<file path="src/rtl/vc32_bus_pkg.sv">
// Shared types for the execute-side memory bus: arbiter FSM states and grant IDs.
package vc32_bus_pkg;

   typedef enum logic [1:0] {IDLE, BUS, DONE} state_t;

   typedef enum logic [1:0] {GNT_I, GNT_DR, GNT_DW, GNT_F} gnt_t;

   function automatic logic gnt_is_read(input gnt_t g);
      return (g == GNT_I) || (g == GNT_DR);
   endfunction

endpackage

</file>
<file path="src/rtl/bus_watchdog.sv">
// Clear/enable bus watchdog; expired flags the cycle that completes 2^TO_W-1 enabled cycles.
module bus_watchdog #(
   parameter int TO_W = 6
) (
   input  logic clk,
   input  logic reset_n,
   input  logic clr,
   input  logic en,
   output logic expired
);

   logic [TO_W-1:0] count;
   logic [TO_W-1:0] count_inc;

   assign count_inc = count + {{(TO_W-1){1'b0}}, 1'b1};

   // Judging the post-increment value makes the limit the number of held cycles.
   assign expired = en && (&count_inc);

   always_ff @(posedge clk or negedge reset_n) begin
      if (!reset_n) begin
         count <= '0;
      end else if (clr) begin
         count <= '0;
      end else if (en) begin
         count <= count_inc;
      end
   end

endmodule

</file>
<file path="src/rtl/mem_arbiter.sv">
// Fixed-priority arbiter serialising fetch, data and flush onto one registered memory bus.
module mem_arbiter
   import vc32_bus_pkg::*;
#(
   parameter int RV   = 32,
   parameter int VA   = RV,
   parameter int TO_W = 6
) (
   input  logic                 clk,
   input  logic                 reset_n,
   input  logic                 i_req,
   input  logic [VA-1:1]        i_addr,
   output logic                 i_done,
   input  logic [1:0]           d_rstrobe,
   input  logic [RV/8-1:0]      d_wmask,
   input  logic [VA-1:RV/16]    d_addr,
   input  logic [RV-1:0]        d_wdata,
   input  logic                 d_io,
   output logic                 d_rdone,
   output logic                 d_wdone,
   input  logic                 f_req,
   input  logic [VA-1:RV/16]    f_addr,
   input  logic [RV-1:0]        f_wdata,
   output logic                 f_done,
   output logic [RV-1:0]        rdata,
   output logic                 m_rd,
   output logic                 m_wr,
   output logic [VA-1:RV/16]    m_addr,
   output logic [RV-1:0]        m_wdata,
   output logic [RV/8-1:0]      m_wmask,
   output logic                 m_io,
   input  logic                 m_ready,
   input  logic [RV-1:0]        m_rdata,
   output logic                 bus_fault
);

   state_t                state, state_nx;
   gnt_t                  gnt, gnt_nx;
   logic [VA-1:RV/16]     addr_nx;
   logic [RV-1:0]         wdata_nx, rdata_nx;
   logic [RV/8-1:0]       wmask_nx;
   logic                  rd_nx, wr_nx, io_nx, fault_nx;
   logic                  i_done_nx, d_rdone_nx, d_wdone_nx, f_done_nx;
   logic                  wd_clr, wd_en, wd_expired;
   logic                  unused_ibits;

   // Sub-word fetch address bits never reach the word-addressed bus.
   assign unused_ibits = ^i_addr;

   bus_watchdog #(.TO_W(TO_W)) u_watchdog (
      .clk     (clk),
      .reset_n (reset_n),
      .clr     (wd_clr),
      .en      (wd_en),
      .expired (wd_expired)
   );

   always_comb begin
      state_nx   = state;
      gnt_nx     = gnt;
      addr_nx    = m_addr;
      wdata_nx   = m_wdata;
      wmask_nx   = m_wmask;
      io_nx      = m_io;
      rd_nx      = m_rd;
      wr_nx      = m_wr;
      rdata_nx   = rdata;
      fault_nx   = 1'b0;
      i_done_nx  = 1'b0;
      d_rdone_nx = 1'b0;
      d_wdone_nx = 1'b0;
      f_done_nx  = 1'b0;
      wd_clr     = 1'b0;
      wd_en      = 1'b0;
      unique case (state)
         IDLE: begin
            wd_clr = 1'b1;
            if (d_wmask != '0) begin
               gnt_nx = GNT_DW; addr_nx = d_addr; wdata_nx = d_wdata;
               wmask_nx = d_wmask; io_nx = d_io; wr_nx = 1'b1; state_nx = BUS;
            end else if (d_rstrobe != '0) begin
               gnt_nx = GNT_DR; addr_nx = d_addr; wdata_nx = '0;
               wmask_nx = '1; io_nx = d_io; rd_nx = 1'b1; state_nx = BUS;
            end else if (f_req) begin
               gnt_nx = GNT_F; addr_nx = f_addr; wdata_nx = f_wdata;
               wmask_nx = '1; io_nx = 1'b0; wr_nx = 1'b1; state_nx = BUS;
            end else if (i_req) begin
               gnt_nx = GNT_I; addr_nx = i_addr[VA-1:RV/16]; wdata_nx = '0;
               wmask_nx = '1; io_nx = 1'b0; rd_nx = 1'b1; state_nx = BUS;
            end
         end
         BUS: begin
            wd_en = 1'b1;
            if (m_ready || wd_expired) begin
               rd_nx    = 1'b0;
               wr_nx    = 1'b0;
               state_nx = DONE;
               if (!m_ready) begin
                  fault_nx = 1'b1;
                  rdata_nx = '0;
               end else if (gnt_is_read(gnt)) begin
                  rdata_nx = m_rdata;
               end
               unique case (gnt)
                  GNT_I:  i_done_nx  = 1'b1;
                  GNT_DR: d_rdone_nx = 1'b1;
                  GNT_DW: d_wdone_nx = 1'b1;
                  GNT_F:  f_done_nx  = 1'b1;
               endcase
            end
         end
         DONE:    state_nx = IDLE;
         default: state_nx = IDLE;
      endcase
   end

   always_ff @(posedge clk or negedge reset_n) begin
      if (!reset_n) begin
         state     <= IDLE;
         gnt       <= GNT_I;
         m_addr    <= '0;
         m_wdata   <= '0;
         m_wmask   <= '0;
         m_io      <= 1'b0;
         m_rd      <= 1'b0;
         m_wr      <= 1'b0;
         rdata     <= '0;
         bus_fault <= 1'b0;
         i_done    <= 1'b0;
         d_rdone   <= 1'b0;
         d_wdone   <= 1'b0;
         f_done    <= 1'b0;
      end else begin
         state     <= state_nx;
         gnt       <= gnt_nx;
         m_addr    <= addr_nx;
         m_wdata   <= wdata_nx;
         m_wmask   <= wmask_nx;
         m_io      <= io_nx;
         m_rd      <= rd_nx;
         m_wr      <= wr_nx;
         rdata     <= rdata_nx;
         bus_fault <= fault_nx;
         i_done    <= i_done_nx;
         d_rdone   <= d_rdone_nx;
         d_wdone   <= d_wdone_nx;
         f_done    <= f_done_nx;
      end
   end

endmodule

</file>
<file path="config.mk">
export PLATFORM = sky130hd
export DESIGN_NAME = mem_arbiter
export DESIGN_NICKNAME = d
export VERILOG_FILES = /design/src/rtl/vc32_bus_pkg.sv /design/src/rtl/bus_watchdog.sv /design/src/rtl/mem_arbiter.sv
export SDC_FILE = /design/constraint.sdc
export NUM_CORES = 1
export LEC_CHECK = 0
export ABC_AREA = 0
export BUFFER_PORTS_ARGS = -buffer_cell sky130_fd_sc_hd__buf_2
export CAP_MARGIN = 5
export CORE_AREA = 2 2 119 121
export DETAILED_ROUTE_END_ITERATION = 12
export DIE_AREA = 0 0 121 123
export GPL_ROUTABILITY_DRIVEN = 0
export MAX_ROUTING_LAYER = met4
export PLACE_DENSITY = 0.73
export SYNTH_ARGS = -nofsm -noshare
export SYNTH_HDL_FRONTEND = slang
export SYNTH_SLANG_ARGS = --single-unit
</file>
<file path="constraint.sdc">
create_clock -name clk -period 6 [get_ports clk]
set_input_delay 1.2 -clock clk [delete_from_list [all_inputs] [get_ports clk]]
set_output_delay 1.2 -clock clk [all_outputs]
set_load 0.1 [all_outputs]
</file>
-- Word-level counts from Yosys, hierarchy flattened
Cells that the tools add are included.
- bits in registers: 116
- latch bits: 0
- RAM bits: 0
- memory bits (read-only): 0
- bits of input ports: 199
- output and inout port bits: 106
- logic and storage cells: 101
- memories kept: 0
- add/sub/neg operators: 1
- multiply operators: 0
- div/mod/pow operators: 0
- $lt $le $gt $ge: 0
- equal/unequal tests: 12
- shift-type cells: 0
- multiplexer cells: 57
- bitwise gates (word level): 0
- reductions and logical operators: 16
- operators by type and width (kind ; number):
    $mux W32 ; 6
    $mux W30 ; 4
    $mux W1 ; 29
    $mux W2 ; 9
    $mux W4 ; 4
    $mux W6 ; 2
    $ne A3 B3 Y1 const B ; 4
    $reduce_bool A4 Y1 ; 2
    $add A6 B1 Y6 const B ; 1
    $reduce_and A6 Y1 ; 1
    $reduce_bool A2 Y1 ; 3
    $ne A5 B5 Y1 const B ; 1
    $reduce_and A5 Y1 ; 1
    $eq A2 B1 Y1 const B ; 2
    $eq A2 B2 Y1 const B ; 2
    $logic_not A2 Y1 ; 2
    $ne A2 B2 Y1 const B ; 2
    $pmux W1 S2 ; 2
    $pmux W2 S2 ; 1
    $reduce_and A2 Y1 ; 2
    $reduce_and A4 Y1 ; 1
    $reduce_and A3 Y1 ; 1
    $logic_or A1 B1 Y1 ; 2
    $ne A2 B1 Y1 const B ; 1
    $logic_and A1 B1 Y1 ; 1

-- Depth between registers and ports, before layout
- depth after elaboration: 6
- gate-level depth with buffers: 7
- depth with buffers taken out: 6

-- By module
Synthesis repeated with hierarchy kept, for this count alone.
- cell total of the unflattened synthesis: 637
- area, all modules: 6334.8 um2
- by module, submodules not included (module ; instances ; cells each ; area each (um2) ; sequential area each (um2)):
    mem_arbiter ; 1 ; 605 ; 6013.3 ; 2752.6
    bus_watchdog ; 1 ; 32 ; 321.6 ; 150.1

-- Worst setup path before layout
No wires, ideal clock.
- kind: input to register
- from: input port d_wmask[3]
- to: register m_wmask[0]
- setup time: 83 ps
- data arrival time: 2784 ps
- data required time: 5917 ps
- setup slack: 3133 ps
- stages: 7
- path buffers: 3
- path through: or4_1 > clkbuf_1 > o41ai_4 > buf_4 > buf_4 > nand2_1 > o21ai_0
- cells in the longest elaborated chain, start to end: 3
- elaborated cells between the ends (all ways): 4
- those cells by class: mux (1); reduce/logical (3)
- ends and longest elaborated chain (element ; line ; RTL):
    from (decl) ; mem_arbiter.sv:15 ; input logic [RV/8-1:0] d_wmask,
    $reduce_bool A4 Y1 (*) ; mem_arbiter.sv:78 ; if (d_wmask != '0) begin
    $reduce_bool A4 Y1 (no source line) ; -- ;
    $reduce_and A2 Y1 (no source line) ; -- ;
    to (signal assigned) ; mem_arbiter.sv:138 ; m_wmask <= wmask_nx;
    to (decl) ; mem_arbiter.sv:30 ; output logic [RV/8-1:0] m_wmask,
Mark *: on every way between the ends. The rest lies on a longest branch, timed or not.
A chain may end at the register's enable or synchronous reset.

-- Worst setup path after layout
- from: input port d_wmask[3]
- to: register m_addr[17] (netlist name)
- cells in the longest elaborated chain, start to end: 3
- elaborated cells between the ends (all ways): 4
- those cells by class: mux (1); reduce/logical (3)
- ends and longest elaborated chain (element ; line ; RTL):
    $reduce_bool A4 Y1 (*) ; mem_arbiter.sv:78 ;
    $reduce_bool A4 Y1 (no source line) ; -- ;
    $reduce_and A2 Y1 (no source line) ; -- ;
    to (signal assigned) ; mem_arbiter.sv:136 ; m_addr <= addr_nx;
    to (decl) ; mem_arbiter.sv:28 ; output logic [VA-1:RV/16] m_addr,
Marked as above.

==> flow_summary.json <==
{
  "status": "finished, final reports clean",
  "skew_ns": 0.00872,
  "critPathCaptureType": "flop",
  "root_buffer": "clkbuf_16",
  "detail-route-antenna-nets": 0,
  "ys_warn_count": 0,
  "rsz0062_at_grt": "false",
  "max-slew-margin-rel_pct": 29.4,
  "antenna_found_initial": 0,
  "crit_path_end": "m_addr[17]",
  "hold_viol_final": 0,
  "initial_core_util_pct": 39.7,
  "cp_slowest_cell": "or4_2",
  "holdBufCountCts": 0,
  "grt_pass1_wl_um": 23900,
  "die-width_um": 121,
  "grt.overflow.total": 0,
  "reg2reg_to": "rdata[16]",
  "grt_usage_pct": 21.5,
  "slew_violations": 0,
  "post_cts_buffers": 0,
  "crit_path_start_kind": "input pin",
  "drcViolationCount": 0,
  "grt_pass1_vias": 4788,
  "cts_resized": 0,
  "io_buffers": 303,
  "crit_family": "simple AND/OR/NAND/NOR gates",
  "n_antenna_cell": 0,
  "first_iter_violations": 237,
  "clk_pin_slew_ns": 0.06,
  "hold_path.class": "flop to flop",
  "syn_nets": 789,
  "nets": 1075,
  "synth_top_area_cell": "dfrtp_1",
  "netlist_area_um2": 5400,
  "nFillCells": 1261,
  "vias_per_cell": 4.85,
  "dp_hpwl_um": 11600,
  "cp-startpoint": "d_wmask[3]",
  "syn_to_final_growth_pct": 41.7,
  "critical_path_class": "input pin to flop",
  "dr.pass1.iters": 7,
  "cp_max_fo": 101,
  "clockBufferDepth": 2,
  "ios": 305,
  "fin_crit_sh_pct": 54.9,
  "tightest_slew_ns": 1.06,
  "drive_gt1_share_pct": 39.6,
  "drv_cap": 0,
  "syn_inst": 588,
  "yosysTopAreaCellShare_pct": 53.8,
  "reg2reg_from": "u_watchdog.count[0]",
  "cts_tree": "done",
  "synth_area_per_cell_um2": 9.18,
  "ys_async_sr_fraction_pct": 100,
  "die-area_um2": 14900,
  "cts_made_buffers": 17,
  "core-area_um2": 13600,
  "yosysSeqAreaShare_pct": 53.8,
  "synth_cell_type_count": 36,
  "grt_max_degree": 102,
  "cp.depth": 5,
  "wl_per_cell_um": 14.5,
  "synthTopCellsByArea": "dfrtp_1 (54%), o21ai_0 (8.2%), nand2_1 (7.7%), mux2i_1 (5.6%), a22oi_1 (4.5%)",
  "fin_crit_ns": 3.29,
  "cts_sinks": 116,
  "path_cells": "buf_2 > or4_2 > o41ai_4 > buf_4 > o21ai_0",
  "num_vias": 5171,
  "r2r_cells": 6,
  "ys.flop_type": "dfrtp_1",
  "die_y_um": 123,
  "synth_edf_count": 0,
  "final_common_cell": "buf_2",
  "max_stage_delay_ns": 0.87,
  "final_cell_mix": "buf_2 (302), dfrtp_1 (116), nand2_1 (111)",
  "num_rows": 43,
  "max_freq_mhz": 304,
  "finalSetupTns_ns": 0,
  "routed_wl_um": 15500,
  "setup_viol": 0,
  "worstSkewPairLatency_ns": 0.41,
  "required_ns": 6.24,
  "synth_seq_cells": 116,
  "r2r_slack_ns": 3.94,
  "cp.arrival_ns": 3.53,
  "htreeDepth": 4,
  "cp_num_buf_inv": 2
}
-- cell type report --
type                       instances  area [um2]  area share, %
clock buffer                      22         494           6.46
clock inverter                     9         125           1.64
inverter                          35         131           1.72
multi-input combinational        392        2190           28.6
sequential                       116        2900           37.9
tap                              180         225           2.94
timing repair buffer             312        1590           20.7
-- worst min path at each step --
stage | slack, ns | cells past startpoint | to | start
after floorplan | 0.47 | 1 | d_wdone | gnt[0]
after global placement | 0.45 | 2 | m_io | m_io
after detailed placement | 0.46 | 2 | m_io | m_io
after CTS | 0.47 | 2 | m_io | m_io
after global routing | 0.49 | 2 | m_wdata[8] | m_wdata[8]
final | 0.47 | 2 | m_io | m_io
-- through the flow --
step	hold slack, ns	utilization, %	worst slack [ns]	instance area, um2	cells
detailed placement	0.463	51.7	2.26	7030	1035
CTS	0.474	56.2	2.70	7650	1066
floorplan	0.469	-	3.13	5400	588
global route	0.495	56.2	2.49	7650	1066
finish	0.467	56.2	2.71	7650	1066
global placement	0.448	51.7	2.37	7030	1035
-- Yosys cell counts, types with 2 or more instances --
| master | n |
|---|---|
| o22a_1 | 2 |
| o21ai_0 | 88 |
| nor2_1 | 7 |
| clkbuf_1 | 34 |
| ha_1 | 2 |
| a21oi_1 | 31 |
| mux2i_1 | 30 |
| a22o_1 | 2 |
| inv_1 | 35 |
| nand3_1 | 6 |
| buf_1 | 3 |
| buf_4 | 7 |
| a21o_1 | 5 |
| nand2_1 | 111 |
| nand2b_1 | 2 |
| o21ai_1 | 18 |
| nor4_1 | 4 |
| and2_1 | 2 |
| a22oi_1 | 32 |
| dfrtp_1 | 116 |
| nor4b_1 | 2 |
| nor3_1 | 35 |
-- cell families after synthesis --
kind of cell	after synthesis	synth area share, %
adder cells (fa/ha/maj)	2	0.464
AND/OR/NAND/NOR	174	14.0
multiplexers	30	5.56
AO/OA/AOI/OAI	186	20.1
buffers and inverters	80	6.07
flip-flops	116	53.8
-- sequential cells by signal (all words and copies together), names as in the netlist --
register	flops
bus_fault	1
d_rdone	1
d_wdone	1
f_done	1
gnt	2
i_done	1
m_addr	30
m_io	1
m_rd	1
m_wdata	32
m_wmask	4
m_wr	1
rdata	32
state	2
u_watchdog.count	6
-- per-layer routing --
metal	routed length, um	part of all wire [%]	track usage [%]
met5	0	0	-
met3	1040	6.7	4.94
met4	325	2.1	8.65
met1	6480	42	26.0
met2	7660	49	35.0
-- worst min-delay path, cell delays in order (launching register included) --
cell	delay, ns
dfrtp_1	0.34
nand2_1	0.05
nand2_1	0.05
Power is left out: the tool's default activity adds up to more than one toggle a clock period on the data nets, which glitch-free logic cannot reach.
